===== src/rtl/muldiv_pkg.sv =====
// Shared encodings for the multiply/divide sequencer and the hazard/decode logic.
package muldiv_pkg;

    typedef enum logic [1:0] {
        OP_MULT  = 2'b00,
        OP_MULTU = 2'b01,
        OP_DIV   = 2'b10,
        OP_DIVU  = 2'b11
    } op_e;

    typedef enum logic [1:0] {
        S_IDLE  = 2'b00,
        S_RUN   = 2'b01,
        S_FIXUP = 2'b10
    } state_e;

    // MIPS SPECIAL funct codes for HI/LO moves and mul/div
    localparam logic [5:0] FUNCT_MFHI  = 6'h10;
    localparam logic [5:0] FUNCT_MTHI  = 6'h11;
    localparam logic [5:0] FUNCT_MFLO  = 6'h12;
    localparam logic [5:0] FUNCT_MTLO  = 6'h13;
    localparam logic [5:0] FUNCT_MULT  = 6'h18;
    localparam logic [5:0] FUNCT_MULTU = 6'h19;
    localparam logic [5:0] FUNCT_DIV   = 6'h1A;
    localparam logic [5:0] FUNCT_DIVU  = 6'h1B;

endpackage


===== src/rtl/muldiv_step.sv =====
// One iteration: shift-add (multiply, LSB-first) or restoring shift-subtract (divide).
module muldiv_step #(
    parameter int WIDTH = 32
) (
    input  logic                 is_div,
    input  logic [2*WIDTH-1:0]   acc,
    input  logic [WIDTH-1:0]     operand,
    output logic [2*WIDTH-1:0]   acc_next
);

    logic [WIDTH:0] add_s;
    logic [WIDTH:0] rem_sh_s;
    logic [WIDTH:0] diff_s;

    // acc holds {partial product, multiplier} or {remainder, dividend/quotient}
    always_comb begin
        add_s    = {1'b0, acc[2*WIDTH-1:WIDTH]} + {1'b0, operand};
        rem_sh_s = acc[2*WIDTH-1:WIDTH-1];
        diff_s   = rem_sh_s - {1'b0, operand};
        acc_next = acc;
        if (is_div) begin
            if (!diff_s[WIDTH]) begin
                acc_next = {diff_s[WIDTH-1:0], acc[WIDTH-2:0], 1'b1};
            end else begin
                acc_next = {rem_sh_s[WIDTH-1:0], acc[WIDTH-2:0], 1'b0};
            end
        end else if (acc[0]) begin
            acc_next = {add_s, acc[WIDTH-1:1]};
        end else begin
            acc_next = {1'b0, acc[2*WIDTH-1:1]};
        end
    end

endmodule


===== src/rtl/muldiv_sequencer.sv =====
// Iterative MULT/MULTU/DIV/DIVU sequencer owning HI/LO.
// Optional MULDIV_EARLY_TERM_EN: multiply leaves RUN once the remaining multiplier bits are zero.
module muldiv_sequencer
    import muldiv_pkg::*;
#(
    parameter int WIDTH = 32
) (
    input  logic             Clk,
    input  logic             Rst,
    input  logic             Start,
    input  logic [1:0]       Op,
    input  logic [WIDTH-1:0] A,
    input  logic [WIDTH-1:0] B,
    input  logic             MoveReq,
    input  logic             MtHi,
    input  logic             MtLo,
    output logic [WIDTH-1:0] Hi,
    output logic [WIDTH-1:0] Lo,
    output logic             Busy,
    output logic             Stall,
    output logic             DivByZero
);

    localparam int CW = $clog2(WIDTH);

    state_e               state_r;
    logic [2*WIDTH-1:0]   acc_r;
    logic [2*WIDTH-1:0]   step_s;
    logic [2*WIDTH-1:0]   fix_s;
    logic [2*WIDTH-1:0]   prod_s;
    logic [WIDTH-1:0]     operand_r;
    logic [WIDTH-1:0]     hi_r;
    logic [WIDTH-1:0]     lo_r;
    logic [WIDTH-1:0]     quo_s;
    logic [WIDTH-1:0]     rem_s;
    logic [WIDTH-1:0]     res_hi_s;
    logic [WIDTH-1:0]     res_lo_s;
    logic [WIDTH-1:0]     a_mag_s;
    logic [WIDTH-1:0]     b_mag_s;
    logic [CW-1:0]        count_r;
    logic                 is_div_r;
    logic                 neg_lo_r;
    logic                 neg_hi_r;
    logic                 busy_r;
    logic                 dbz_r;
    logic                 op_div_s;
    logic                 op_signed_s;
    logic                 run_done_s;

    // The magnitude of the most-negative value is itself when read as unsigned
    function automatic logic [WIDTH-1:0] magnitude(input logic [WIDTH-1:0] v, input logic sgn);
        magnitude = (sgn && v[WIDTH-1]) ? (~v + WIDTH'(1'b1)) : v;
    endfunction

    // Operation decode and operand magnitudes
    always_comb begin
        op_div_s    = (Op == OP_DIV) || (Op == OP_DIVU);
        op_signed_s = (Op == OP_MULT) || (Op == OP_DIV);
        a_mag_s     = magnitude(A, op_signed_s);
        b_mag_s     = magnitude(B, op_signed_s);
    end

    muldiv_step #(.WIDTH(WIDTH)) u_step (
        .is_div   (is_div_r),
        .acc      (acc_r),
        .operand  (operand_r),
        .acc_next (step_s)
    );

`ifdef MULDIV_EARLY_TERM_EN
    logic [WIDTH-1:0] mask_s;

    // count_r equals the number of multiplier bits still unshifted after this step
    always_comb begin
        mask_s     = (WIDTH'(1'b1) << count_r) - WIDTH'(1'b1);
        run_done_s = (count_r == {CW{1'b0}}) ||
                     (!is_div_r && ((step_s[WIDTH-1:0] & mask_s) == {WIDTH{1'b0}}));
        fix_s      = acc_r >> count_r;
    end
`else
    // Fixed iteration count for every operation
    always_comb begin
        run_done_s = (count_r == {CW{1'b0}});
        fix_s      = acc_r;
    end
`endif

    // Sign correction and result selection for FIXUP
    always_comb begin
        prod_s = neg_lo_r ? -fix_s : fix_s;
        quo_s  = neg_lo_r ? -fix_s[WIDTH-1:0] : fix_s[WIDTH-1:0];
        rem_s  = neg_hi_r ? -fix_s[2*WIDTH-1:WIDTH] : fix_s[2*WIDTH-1:WIDTH];
        if (is_div_r) begin
            res_hi_s = rem_s;
            res_lo_s = quo_s;
        end else begin
            res_hi_s = prod_s[2*WIDTH-1:WIDTH];
            res_lo_s = prod_s[WIDTH-1:0];
        end
    end

    // Sequencer FSM, HI/LO ownership and registered status outputs
    always_ff @(posedge Clk) begin
        if (!Rst) begin
            state_r   <= S_IDLE;
            acc_r     <= {(2*WIDTH){1'b0}};
            operand_r <= {WIDTH{1'b0}};
            hi_r      <= {WIDTH{1'b0}};
            lo_r      <= {WIDTH{1'b0}};
            count_r   <= {CW{1'b0}};
            is_div_r  <= 1'b0;
            neg_lo_r  <= 1'b0;
            neg_hi_r  <= 1'b0;
            busy_r    <= 1'b0;
            dbz_r     <= 1'b0;
        end else begin
            dbz_r <= 1'b0;
            case (state_r)
                S_IDLE: begin
                    if (Start && op_div_s && (B == {WIDTH{1'b0}})) begin
                        hi_r  <= A;
                        lo_r  <= {WIDTH{1'b1}};
                        dbz_r <= 1'b1;
                    end else if (Start) begin
                        acc_r     <= {{WIDTH{1'b0}}, (op_div_s ? a_mag_s : b_mag_s)};
                        operand_r <= op_div_s ? b_mag_s : a_mag_s;
                        is_div_r  <= op_div_s;
                        neg_lo_r  <= op_signed_s & (A[WIDTH-1] ^ B[WIDTH-1]);
                        neg_hi_r  <= op_signed_s & op_div_s & A[WIDTH-1];
                        count_r   <= CW'(WIDTH - 1);
                        busy_r    <= 1'b1;
                        state_r   <= S_RUN;
                    end else begin
                        if (MtHi) hi_r <= A;
                        if (MtLo) lo_r <= A;
                    end
                end
                S_RUN: begin
                    acc_r   <= step_s;
                    count_r <= run_done_s ? count_r : count_r - CW'(1'b1);
                    if (run_done_s) state_r <= S_FIXUP;
                end
                S_FIXUP: begin
                    hi_r    <= res_hi_s;
                    lo_r    <= res_lo_s;
                    count_r <= {CW{1'b0}};
                    busy_r  <= 1'b0;
                    state_r <= S_IDLE;
                end
                default: begin
                    busy_r  <= 1'b0;
                    state_r <= S_IDLE;
                end
            endcase
        end
    end

    assign Hi        = hi_r;
    assign Lo        = lo_r;
    assign Busy      = busy_r;
    assign DivByZero = dbz_r;
    assign Stall     = busy_r & (MoveReq | Start);

endmodule


===== config.mk =====
export PLATFORM = sky130hd
export DESIGN_NAME = muldiv_sequencer
export DESIGN_NICKNAME = d
export VERILOG_FILES = /design/src/rtl/muldiv_pkg.sv /design/src/rtl/muldiv_step.sv /design/src/rtl/muldiv_sequencer.sv
export SDC_FILE = /design/constraint.sdc
export NUM_CORES = 1
export LEC_CHECK = 0
export CORE_MARGIN = 1.5
export CORE_UTILIZATION = 49
export DETAILED_ROUTE_END_ITERATION = 10
export PLACE_DENSITY = 0.77
export RECOVER_POWER = 25
export SYNTH_ARGS = -nofsm -noshare
export SYNTH_HDL_FRONTEND = slang
export SYNTH_SLANG_ARGS = --single-unit

===== constraint.sdc =====
create_clock -name Clk -period 5 [get_ports Clk]
set_input_delay 0.75 -clock Clk [delete_from_list [all_inputs] [get_ports Clk]]
set_output_delay 0.75 -clock Clk [all_outputs]
set_load 0.01 [all_outputs]

==> results.txt <==
The final period demand of the worst path came out at 4.53 ns. The full die area is 0.0314 sq mm. In this run the number of H-tree levels came out at 4. The met3 wire length came out at 7.23 mm. After synthesis, the largest area contributor takes up 23.2% of total cell area. The synthesis warning total came out at 0.

The portion of the clock cycle consumed by the worst path in the final layout is 90.5%. A synthesized cell averages 7.36 sq um. The total negative slack for setup checks is 0 ns. The end of the worst register-to-register path is acc_r[55].

The power per cell area is 281 mW/mm^2. The detailed router used layers up to and including met4. The antenna cell count is 0. The total power draw came out at 0.00483 W. The final setup violation count is 0. The half-perimeter wire length after detailed placement came out at 44.6 mm. The clock tree root buffer cell is sky130_fd_sc_hd__clkbuf_16. The delay contributed by the slowest stage of the critical path came out at 0.52 ns. The number of max-slew violations in the final report is 0. For this run, design rule violations remaining after detail routing come to 0. At the pin with the least slew margin, the transition time is 1.18 ns. The count of non-filler cells in the finished layout came out at 2,481.

The total number of vias came out at 16,551. The maximum resistive drop on vdd is 0.274 mV. The number of cells on the worst reg-to-reg path is 13.

The clock-pin transition on the worst setup and hold timing paths is 0.09 ns. The library cell occupying the most area in the post-synthesis netlist is sky130_fd_sc_hd__dfxtp_1. The number of placement rows came out at 63. The number of nets at the end of the flow is 2,222. Counting along the longest clock path gives a buffer depth of 2. In this run the static leakage power is 6.84 nW.

The violation count after the first detailed-routing iteration came out at 2,379. Routability-driven placement finished with a final weighted congestion of 0.985. The height of the chip came out at 177 microns. The post-CTS repair timing setup buffer count is 0. The largest fanout on the critical path came out at 17. The worst setup path is captured at a register.

The final core area utilization came out at 57.8%. The quantity of hold-fixing buffers added after cts came out at 0. The number of nets still failing antenna checks after routing is 0. The total core area is 0.0297 sq mm. The largest net degree at the start of global routing is 72. The relative slew slack is 21.6%. The flop and latch count out of synthesis came out at 172.

The data arrival time of the critical path is 4.91 ns. The iteration count of the initial detailed-routing pass came out at 6. The worst reg-to-reg setup slack came out at 0.47 ns. The number of global-route vias before repair came out at 14,881.

In this run, distinct cell masters in the synthesized netlist total 84. The number of instances on the worst hold path came out at 2. The most frequent standard cell in the layout excluding fill and tap cells is sky130_fd_sc_hd__nand2_1. The count of buffer and inverter cells on the critical path is 2.

The worst setup skew after layout is 0.0234 ns. The sum of routed wire length over all layers came out at 58.3 mm. The flow ran to the end, and the final reports show no timing, DRC or antenna violations. The quantity of I/O buffers inserted on ports is 138.

The path with the worst hold slack has its endpoint at Hi[16]. The maximum clock frequency is 221 MHz. The number of hold-slack violations in the final timing report came out at 0. The multi-input combinational cell area is 0.0106 sq mm. The die outline width is 177 microns. Traced cell by cell, the critical path runs through inv_1, fa_1, nand2b_1, a211oi_1, o22ai_2, o21bai_2, a31oi_1, o311ai_2, a21o_1, nand2_1, buf_4, o311a_1, o21ai_0. Clock tree synthesis inserted a total of 17 buffers. Setup repair after global routing left no endpoint under its margin. The global-route usage over all layers came out at 36.5%. The worst register-to-register path begins at acc_r[32]. Grouping stages by cell kind, the critical path spends the most delay in compound AO/OA/AOI/OAI gates.

After detailed routing, the average wire length per cell comes to 23.5 microns. Counting every instance in the synthesized netlist gives 2,017. The startpoint type of the worst setup path is a register.

In the synthesized netlist the dominant register cell turns out to be sky130_fd_sc_hd__dfxtp_1. The initial antenna violation count is 0. The effective utilization at floorplan is 50.0%. The register cell area after layout is 0.00345 sq mm. In this run the worst hold path is classified as reg2reg.

The setup path with the least slack is of type reg2reg. The total overflow reported by the global router is 0. TritonCTS built the clock tree. The count of max-cap constraint violations is 0. In the layout the commonest cells are sky130_fd_sc_hd__nand2_1 (223), sky130_fd_sc_hd__o21ai_0 (196), sky130_fd_sc_hd__a21oi_1 (188). The total routed wire length on the met1 layer came out at 24.1 mm. The wire length of the first global-routing pass came out at 87.7 mm. The number of sinks handled by clock tree synthesis came out at 172. The post-route netlist has 6.70% of its cells at a drive strength greater than 1.

The library cell contributing the largest single delay on the critical path is sky130_fd_sc_hd__dfxtp_1. The share of synthesized registers carrying an async set or reset came out at 0%. The total standard cell area after synthesis came out at 0.0149 sq mm.

Counting flops with a built-in enable in the synthesized netlist gives 0. In the post-synthesis netlist, the biggest area contributors are sky130_fd_sc_hd__dfxtp_1 (23%), sky130_fd_sc_hd__o21ai_0 (6.6%), sky130_fd_sc_hd__a21oi_1 (6.4%). STA puts the critical path data required time at 5.38 ns. Once the clock tree was built, the resizer swapped 0 gates to a different size. Counting tap cells, the placed design contains a total of 2,449 instances. The wire length on met2 came out at 24.4 mm.

The vias per cell is 6.67. The later pin in the worst-skew pair is clocked with a latency of 0.46 ns. The filler cells instantiated in the layout total 2,788.

The origin of the worst min-delay path is Hi[16]. The relative area change from synthesis to final layout is 15.6%. The I/O pin count came out at 139. The number of nets produced by synthesis came out at 2,161.

Sequential cells were found to cover 23.2% of the synthesized design area.
[worst max path at each step]
stage              start             to  slack [ns]  depth (start not counted)
3_3_place_gp        A[8]  operand_r[29]        0.88                         10
3_5_place_dp   acc_r[32]      acc_r[55]        0.70                         13
2_1_floorplan  acc_r[31]      acc_r[43]        1.58                         13
4_1_cts        acc_r[32]      acc_r[55]        0.64                         13
6_report       acc_r[32]      acc_r[55]        0.47                         13
5_1_grt        acc_r[32]      acc_r[55]        0.36                         13
[cell families (layout without fill, tap and decap cells)]
family	after synthesis	in the layout	share of synthesized area [%]
muxes	73	73	5.05
xor gates and xnor gates	166	166	9.79
buffers and inverters	204	278	5.34
AOI/OAI and AO/OA	709	709	30.6
and+or+nand+nor	621	621	19.9
adders and majority gates	72	72	6.17
DFF	172	172	23.2
[where the power goes]
group / leakage, nW / total [W] / internal (W) / switching (W)
Sequential: 1.41 / 0.00167 / 0.00149 / 0.000188
Clock: 0.304 / 0.00144 / 0.000693 / 0.000743
Combinational: 5.12 / 0.00172 / 0.000669 / 0.00105
[routing by layer]
layer  vias to the layer above  track usage, %
met2                      1091            53.4
met5                         -               0
met4                         0            15.4
met1                      7827            50.8
li1                       7475               -
met3                       158            8.51
[per-stage QoR]
step / hold WS [ns] / instance area (sq um) / setup WS (ns)
global placement: 0.446 / 16500 / 0.880
CTS: 0.457 / 17200 / 0.639
finish: 0.456 / 17200 / 0.473
detailed placement: 0.445 / 16500 / 0.700
global route: 0.474 / 17200 / 0.362
floorplan: 0.453 / 14900 / 1.58
[sequential cells by signal, indices dropped and copies added, names as in the netlist]
signal     cells
Busy           1
operand_r     32
acc_r         64
DivByZero      1
is_div_r       1
Hi            32
count_r        5
neg_hi_r       1
Lo            32
neg_lo_r       1
state_r        2
[synthesized netlist by cell type, types with 13 or more instances]
| library cell | count |
|---|---|
| sky130_fd_sc_hd__and3_1 | 15 |
| sky130_fd_sc_hd__nand2_1 | 223 |
| sky130_fd_sc_hd__inv_1 | 65 |
| sky130_fd_sc_hd__nor2b_1 | 29 |
| sky130_fd_sc_hd__ha_1 | 70 |
| sky130_fd_sc_hd__nor2_1 | 136 |
| sky130_fd_sc_hd__dfxtp_1 | 172 |
| sky130_fd_sc_hd__o21a_1 | 16 |
| sky130_fd_sc_hd__nand3_1 | 51 |
| sky130_fd_sc_hd__o31ai_1 | 30 |
| sky130_fd_sc_hd__mux2i_1 | 58 |
| sky130_fd_sc_hd__a31oi_1 | 37 |
| sky130_fd_sc_hd__o211a_1 | 13 |
| sky130_fd_sc_hd__or4_1 | 13 |
| sky130_fd_sc_hd__xnor2_1 | 96 |
| sky130_fd_sc_hd__o21ai_0 | 196 |
| sky130_fd_sc_hd__a21boi_0 | 23 |
| sky130_fd_sc_hd__o211ai_1 | 33 |
| sky130_fd_sc_hd__and2_1 | 16 |
| sky130_fd_sc_hd__a21o_1 | 23 |
| sky130_fd_sc_hd__a21oi_1 | 191 |
| sky130_fd_sc_hd__mux2_2 | 15 |
| sky130_fd_sc_hd__nor3_1 | 52 |
| sky130_fd_sc_hd__clkbuf_1 | 123 |
| sky130_fd_sc_hd__xor2_1 | 70 |
| sky130_fd_sc_hd__a211oi_1 | 28 |
| sky130_fd_sc_hd__nand2b_1 | 19 |
[layout make-up]
class / instances / share of cell area [%]
flip-flops and latches: 172 / 20.1
repair buffers: 181 / 9.96
clock inverters: 15 / 1.20
clock buffers: 17 / 2.48
well taps: 390 / 2.84
multi-input cells: 1641 / 62.0
inverters: 65 / 1.42
[worst reg2reg max path: stages (launching register included)]
cell                       delay (ns)
sky130_fd_sc_hd__dfxtp_1         0.52
sky130_fd_sc_hd__inv_1           0.20
sky130_fd_sc_hd__fa_1            0.47
sky130_fd_sc_hd__nand2b_1        0.21
sky130_fd_sc_hd__a211oi_1        0.45
sky130_fd_sc_hd__o22ai_2         0.21
sky130_fd_sc_hd__o21bai_2        0.23
sky130_fd_sc_hd__a31oi_1         0.25
sky130_fd_sc_hd__o311ai_2        0.41
sky130_fd_sc_hd__a21o_1          0.20
sky130_fd_sc_hd__nand2_1         0.43
sky130_fd_sc_hd__buf_4           0.36
sky130_fd_sc_hd__o311a_1         0.34
sky130_fd_sc_hd__o21ai_0         0.17
Note: power is estimated with default switching activity, not from simulation.
